## config.mk

```make
export PLATFORM = sky130hd
export DESIGN_NAME = nonrestoring_divider
export DESIGN_NICKNAME = d
export VERILOG_FILES = /design/src/rtl/nonrestoring_divider_pkg.sv /design/src/rtl/nonrestoring_divider_addsub_stage.sv /design/src/rtl/nonrestoring_divider.sv
export SDC_FILE = /design/constraint.sdc
export NUM_CORES = 1
export LEC_CHECK = 0
export BUFFER_PORTS_ARGS = -buffer_cell sky130_fd_sc_hd__buf_2
export CORE_MARGIN = 1
export CORE_UTILIZATION = 38
export CTS_CLUSTER_SIZE = 8
export DETAILED_ROUTE_END_ITERATION = 8
export SLEW_MARGIN = 20
export SYNTH_ARGS = -nofsm -noshare
export SYNTH_HDL_FRONTEND = slang
export SYNTH_SLANG_ARGS = --single-unit
```

## constraint.sdc

```tcl
create_clock -name clk -period 7.4 [get_ports clk]
set_clock_uncertainty 0.05 [all_clocks]
set_input_delay 0.74 -clock clk [delete_from_list [all_inputs] [get_ports clk]]
set_output_delay 0.74 -clock clk [all_outputs]
set_load 0.02 [all_outputs]
```

## src/rtl/nonrestoring_divider_pkg.sv

```systemverilog
// Shared definitions for the non-restoring divider: controller state
// encodings and the default operand width.
package nonrestoring_divider_pkg;

   localparam int DIV_WIDTH_DEFAULT = 5;

   typedef enum logic [1:0] {
      ST_IDLE = 2'd0,
      ST_RUN  = 2'd1,
      ST_FIX  = 2'd2,
      ST_DONE = 2'd3
   } state_t;

endpackage : nonrestoring_divider_pkg

```

## src/rtl/nonrestoring_divider_addsub_stage.sv

```systemverilog
// Combinational add/subtract stage of the non-restoring divider. The partial
// remainder and the divisor are both WIDTH+1 bits wide and treated as two's
// complement. Results wrap modulo 2^(WIDTH+1).
module div_addsub_stage
   import nonrestoring_divider_pkg::*;
#(
   parameter int WIDTH = DIV_WIDTH_DEFAULT
) (
   input  logic signed [WIDTH:0] a,
   input  logic signed [WIDTH:0] m,
   input  logic                  sub,
   output logic signed [WIDTH:0] y
);

   // Subtract the divisor while the partial remainder is non-negative, add it back otherwise
   always_comb begin
      y = sub ? (a - m) : (a + m);
   end

endmodule : div_addsub_stage

```

## src/rtl/nonrestoring_divider.sv

```systemverilog
// Sequential unsigned non-restoring divider. One quotient bit is produced per
// clock in RUN, a single FIX cycle restores a negative final remainder, and
// DONE pulses for one cycle with the results. A zero divisor skips straight
// to DONE with an all-ones quotient and the dividend as remainder.
module nonrestoring_divider
   import nonrestoring_divider_pkg::*;
#(
   parameter int WIDTH = DIV_WIDTH_DEFAULT
) (
   input  logic             clk,
   input  logic             rst,
   input  logic             start,
   input  logic [WIDTH-1:0] dividend,
   input  logic [WIDTH-1:0] divisor,
   output logic             busy,
   output logic             done,
   output logic [WIDTH-1:0] quotient,
   output logic [WIDTH-1:0] remainder,
   output logic             div_by_zero
);

   localparam int CNT_W = $clog2(WIDTH + 1);

   state_t state;
   state_t state_nxt;

   // A: signed partial remainder, Q: dividend shifting out / quotient shifting in
   logic signed [WIDTH:0]   a_r;
   logic signed [WIDTH:0]   m_r;
   logic        [WIDTH-1:0] q_r;
   logic        [CNT_W-1:0] cnt_r;

   // Controller strobes
   logic load;
   logic load_zero;
   logic iter;
   logic fix;

   // Shared add/sub stage wiring
   logic signed [WIDTH:0] a_shift;
   logic signed [WIDTH:0] as_a;
   logic                  as_sub;
   logic signed [WIDTH:0] as_y;
   logic signed [WIDTH:0] a_fixed;

   // Operand selection for the shared add/sub stage: shifted A in RUN, raw A in FIX
   always_comb begin
      a_shift = {a_r[WIDTH-1:0], q_r[WIDTH-1]};
      as_a    = fix ? a_r : a_shift;
      // FIX always adds M back; RUN subtracts when A was non-negative
      as_sub  = ~fix & ~a_r[WIDTH];
      // A negative final remainder needs one restoring addition
      a_fixed = a_r[WIDTH] ? as_y : a_r;
   end

   div_addsub_stage #(
      .WIDTH(WIDTH)
   ) u_addsub (
      .a  (as_a),
      .m  (m_r),
      .sub(as_sub),
      .y  (as_y)
   );

   // Controller state register
   always_ff @(posedge clk or posedge rst) begin
      if (rst) begin
         state <= ST_IDLE;
      end else begin
         state <= state_nxt;
      end
   end

   // Next-state logic, datapath strobes and status outputs
   always_comb begin
      state_nxt = state;
      load      = 1'b0;
      load_zero = 1'b0;
      iter      = 1'b0;
      fix       = 1'b0;
      busy      = (state != ST_IDLE);
      done      = (state == ST_DONE);
      case (state)
         ST_IDLE: begin
            if (start) begin
               if (divisor == '0) begin
                  load_zero = 1'b1;
                  state_nxt = ST_DONE;
               end else begin
                  load      = 1'b1;
                  state_nxt = ST_RUN;
               end
            end
         end
         ST_RUN: begin
            iter = 1'b1;
            // Last iteration: the counter is about to reach zero
            if (cnt_r == CNT_W'(1)) begin
               state_nxt = ST_FIX;
            end
         end
         ST_FIX: begin
            fix       = 1'b1;
            state_nxt = ST_DONE;
         end
         ST_DONE: begin
            state_nxt = ST_IDLE;
         end
         default: begin
            state_nxt = ST_IDLE;
         end
      endcase
   end

   // Datapath registers and held results
   always_ff @(posedge clk or posedge rst) begin
      if (rst) begin
         a_r         <= '0;
         q_r         <= '0;
         m_r         <= '0;
         cnt_r       <= '0;
         quotient    <= '0;
         remainder   <= '0;
         div_by_zero <= 1'b0;
      end else begin
         if (load) begin
            a_r         <= '0;
            q_r         <= dividend;
            m_r         <= {1'b0, divisor};
            cnt_r       <= CNT_W'(WIDTH);
            div_by_zero <= 1'b0;
         end
         if (load_zero) begin
            quotient    <= '1;
            remainder   <= dividend;
            div_by_zero <= 1'b1;
         end
         if (iter) begin
            a_r   <= as_y;
            q_r   <= {q_r[WIDTH-2:0], ~as_y[WIDTH]};
            cnt_r <= cnt_r - CNT_W'(1);
         end
         if (fix) begin
            a_r       <= a_fixed;
            quotient  <= q_r;
            remainder <= a_fixed[WIDTH-1:0];
         end
      end
   end

endmodule : nonrestoring_divider

```

* After elaboration in Yosys (flattened, before gate mapping)
Index checks and enable logic that the tools add are counted.
Operators by class: equality and inequality tests 6, bitwise gates (word level) 4, add/subtract/negate cells 3, mux-type cells 28, reductions and logical operators 8
Operators with widths (count):
- $mux W6 | 6
- $mux W5 | 6
- $mux W1 | 10
- $pmux W2 S4 | 1
- $reduce_bool A2 Y1 | 4
- $add A6 B6 Y6 | 1
- $mux W2 | 3
- $mux W3 | 2
- $sub A6 B6 Y6 | 1
- $logic_not A5 Y1 | 1
- $eq A2 B2 Y1 const B | 2
- $ne A2 B2 Y1 const B | 2
- $eq A3 B1 Y1 const B | 1
- $not A1 Y1 | 3
- $reduce_bool A3 Y1 | 1
- $sub A3 B1 Y3 const B | 1
- $eq A2 B1 Y1 const B | 1
- $logic_not A2 Y1 | 1
- $reduce_and A2 Y1 | 1
- $and A1 B1 Y1 | 1
Word-level totals: bits in registers 32, input bits 13, logic and storage cells 57, output and inout bits 13

* Longest topological paths before layout
depth after elaboration 7, mapped depth 13, mapped depth without buffers 12

* By module
From an unflattened synthesis, not the netlist that was laid out.
Second synthesis, totals: cells, all modules 223, area total of the unflattened synthesis 2119.5 um2
By module, submodules not included:
- nonrestoring_divider | seq. area each 800.8 um2, area each 1823.0 um2, cells an instance 185, times used 1
- div_addsub_stage | seq. area each 0.0 um2, area each 296.5 um2, cells an instance 38, times used 1

* Worst setup path after synthesis
Ideal clock, no wire load.
path kind flip-flop to flip-flop, start reg state[0], end reg remainder[3], period minus slack after synthesis 2918 ps, arrival time 2764 ps, buffers on the path 2, data required time 7246 ps, cell stages (with the launch flop) 13, library setup time 104 ps, setup slack 4482 ps, cells stage by stage dfrtp_1 -> inv_1 -> ha_1 -> buf_6 -> clkbuf_1 -> mux2i_1 -> inv_1 -> ha_1 -> nor2b_1 -> o31ai_1 -> a21boi_0 -> mux2i_1 -> a221oi_1
On the way: longest elaborated chain between the ends 7, elaborated cells on any way between the ends 13, those cells by class add/sub (2); eq/ne (1); mux (6); bitwise (2); reduce/logical (2)
Ends and longest elaborated chain:
- from (decl) | RTL line nonrestoring_divider.sv:24 | state_t state;
- from (signal assigned) | RTL line nonrestoring_divider.sv:70 | state <= state_nxt;
- $eq A2 B2 Y1 | RTL line nonrestoring_divider.sv:83 | case (state)
- $mux W1 | RTL line nonrestoring_divider.sv:83
- $mux W6 / $not A1 Y1 (equally long branches) | RTL line nonrestoring_divider.sv:49, nonrestoring_divider.sv:51
- $add A6 B6 Y6, or another cell as far along | RTL line nonrestoring_divider_addsub_stage.sv:17 | y = sub ? (a - m) : (a + m);
- $mux W6 | RTL line nonrestoring_divider_addsub_stage.sv:17
- $mux W6 | RTL line nonrestoring_divider.sv:53 | a_fixed = a_r[WIDTH] ? as_y : a_r;
- $mux W5 | RTL line nonrestoring_divider.sv:143 | if (fix) begin
- to (signal assigned) | RTL line nonrestoring_divider.sv:135 | remainder <= dividend;
- to (signal assigned) | RTL line nonrestoring_divider.sv:146 | remainder <= a_fixed[WIDTH-1:0];
- to (decl) | RTL line nonrestoring_divider.sv:18 | output logic [WIDTH-1:0] remainder,
Several ways; a longest one is shown, not always the timed one. A chain may end at the register's enable or synchronous reset.

* Worst setup path after layout
Same ends and word-level chain as after synthesis.

==> run summary <==
Setup violations, final - 0
area grow syn2layout - 14.2%
Placer Congestion - 0.784
WP data required - 7540 ps
Comb pwr share - 0.608
critical path type - reg -> reg
commonest non-fill, non-tap cells in the layout - 32 x dfrtp_1, 25 x buf_2, 24 x nor2_1
status - finished, final reports clean
EDFF count, synth - 0
CP arrival - 3220 ps
Netlist cell types - 36
Post-CTS Repair Setup Buffers - 0
crit path cell chain - inv_1 > ha_1 > buf_4 > nor2_1 > mux2_2 > inv_1 > ha_1 > nor2b_1 > o31ai_1 > a21boi_0 > mux2i_1 > a221oi_1
actual slew at the worst max-slew pin - 788 ps
P_leak - 1.03 nW
Worst setup EP type - flop
core region area - 4850 um^2
Total GRT Usage - 0.162
Hold Slack - 430 ps
VDD IR-drop max - 0.244 mV
hold wc startpoint - q_r[0]$_DFFE_PP0P_
R2R depth - 12
switching power total - 0.000557 W
clk root buf - clkbuf_8
unrepaired setup endpoints after global routing - false
switch share - 0.443
Netlist Area Pre-Place - 1960 um^2
clock share of power - 0.131
via-per-instance ratio - 4.95
initial antenna violation count - 0
share of cells above drive strength 1 - 0.230
First DRT Iteration DRCs - 98
fillers - 472
DIE WIDTH - 73.8 um
vias in the first global route - 1,404
Warnings, synthesis - 0
drt wl/cell - 12.9 um
Ant. Diodes - 0
Seq/Total Area, Yosys - 0.409
Syn Area/Cell - 9.84 um^2
Hold-fix buffers, CTS - 0
port bufs - 25
syn_nets - 226
CTS Sinks - 32
Skew-Pair Late Insertion Delay - 280 ps
Post-CTS Resized - 0
Final HPWL DP - 2.74 mm
Mapped Cells - 199
Routed Antenna Nets - 0
r2r startpoint - state[0]$_DFFE_PP0P_
Cell Count, Final, Fillers Out - 293
starting density of the core - 0.404
Rows - 25
Register-to-Register Setup Slack - 4320 ps
hold worst-path end - q_r[1]$_DFFE_PP0P_
worst hold path type - reg -> reg
vias - 1,450
startpoint types - flop
Final nets - 252
largest net degree at the start of global routing - 33
Power per Cell Area - 562 nW/um^2
fmax - 0.325 GHz
Ports - 26
async set-reset flop share out of synthesis - 1.00
routed wire length - 3.79 mm
setup tns final - 0 ps
CP peak stage delay - 400 ps
P_int - 0.000699 W
R2R Path End - remainder[3]$_DFFE_PP0P_
total of max-cap violations - 0
first-pass GRT wire length - 6.47 mm
slowest stage cell, crit path - mux2_2
H-Tree Level Count - 2
Slew Viols, Final - 0
Yosys reg bits - 32
sequential power share - 0.261
Rel. slew slack - 0.475
placed insts - 285
hold path cells - 2
TritonCTS buffer count - 5
Die Ht - 73.8 um
most common cell after layout, fill and taps aside - dfrtp_1
DRC viols - 0
endpoints failing hold - 0
Max Fanout on Critical Path - 28
clock buffer depth - 2
grt ovf - 0
Reg clk slew, reported paths - 70 ps
crit share post-route - 0.416
CTS tree - yes
dominant synthesized flop cell - dfrtp_1
full die area - 5440 um^2
Tmin final - 3080 ps
Pre-antenna DRT Iters - 4
through the flow:
step | cell area [um^2] | power [W] | util | setup WS, ps
final | 2240 | 0.00126 | 0.461 | 4320
after global routing | 2240 | 0.00138 | 0.461 | 4060
after CTS | 2240 | 0.00127 | 0.461 | 4310
after detailed placement | 2130 | 0.00110 | 0.439 | 4310
after global placement | 2130 | 0.00109 | 0.439 | 4410
after floorplan | 1960 | 0.000949 | - | 4480
synth_stat cells (all sizes together) (2+ instances only):
| library cell | count | area share |
|---|---|---|
| o31ai | 3 | 0.019 |
| nand2b | 2 | 0.0064 |
| nand2 | 13 | 0.025 |
| a221oi | 3 | 0.017 |
| a21oi | 17 | 0.043 |
| nor2 | 26 | 0.058 |
| xnor2 | 7 | 0.031 |
| mux2i | 13 | 0.066 |
| o211ai | 2 | 0.0077 |
| ha | 13 | 0.083 |
| dfrtp | 32 | 0.41 |
| o21ai | 14 | 0.036 |
| inv | 19 | 0.036 |
| mux2 | 8 | 0.046 |
| buf | 5 | 0.022 |
| clkbuf | 3 | 0.0058 |
| a22o | 2 | 0.010 |
| nor3 | 4 | 0.010 |
power groups by stage:
stage	combinational (W)	sequential (W)	clock [W]
after floorplan	0.000602	0.000347	0
after global placement	0.000765	0.000329	0
after detailed placement	0.000769	0.000331	0
after CTS	0.000776	0.000327	0.000169
after global routing	0.000871	0.000338	0.000175
final	0.000763	0.000327	0.000165
state kept, by name, indices dropped and copies added, names as in the netlist:
name and flops:
a_r 6, m_r 5, q_r 5, quotient 5, remainder 5, cnt_r 3, state 2, div_by_zero 1
final cells by class:
type                       instances  area [um^2]  share of cell area
timing repair buffer              27          140              0.0627
multi-input combinational        140         1030               0.462
inverter                          19         71.3              0.0319
sequential                        32          801               0.358
tap                               67         83.8              0.0375
clock buffer                       6         72.6              0.0325
clock inverter                     2         35.0              0.0157
worst max-delay path, delay by kind of cell (launching register included):
| family | cells | cell delay [ps] |
|---|---|---|
| AO/OA/AOI/OAI | 3 | 840 |
| multiplexers | 2 | 520 |
| adder cells (fa/ha/maj) | 2 | 410 |
| AND/OR/NAND/NOR | 2 | 390 |
| buffers and inverters | 3 | 390 |
| flip-flops | 1 | 370 |
cells by family (layout without fill, tap and decap cells):
group	Yosys count	in the layout	share of synthesized area
adder cells (fa/ha/maj)	14	14	0.0933
flip-flops	32	32	0.409
XOR/XNOR	8	8	0.0358
buffers and inverters	27	54	0.0639
AND/OR/NAND/NOR	49	49	0.114
AO/OA/AOI/OAI	48	48	0.172
multiplexers	21	21	0.112
layer usage:
layer  vias up  GRT usage  share of wire
met5         -          0              0
li1        737          -              -
met2        31      0.255           0.44
met4         0     0.0577          0.013
met1       676      0.212           0.50
met3         6     0.0480          0.048
how the worst max path moves through the flow:
stage	start	slack (ps)	cells past startpoint	end
after floorplan	state[0]$_DFFE_PP0P_	4480	12	remainder[3]$_DFFE_PP0P_
after global placement	state[0]$_DFFE_PP0P_	4410	12	remainder[3]$_DFFE_PP0P_
after detailed placement	state[0]$_DFFE_PP0P_	4310	12	remainder[3]$_DFFE_PP0P_
after CTS	state[0]$_DFFE_PP0P_	4310	12	remainder[3]$_DFFE_PP0P_
after global routing	state[0]$_DFFE_PP0P_	4060	12	remainder[3]$_DFFE_PP0P_
final	state[0]$_DFFE_PP0P_	4320	12	remainder[3]$_DFFE_PP0P_
No activity file was read; power rests on OpenSTA's default activity.
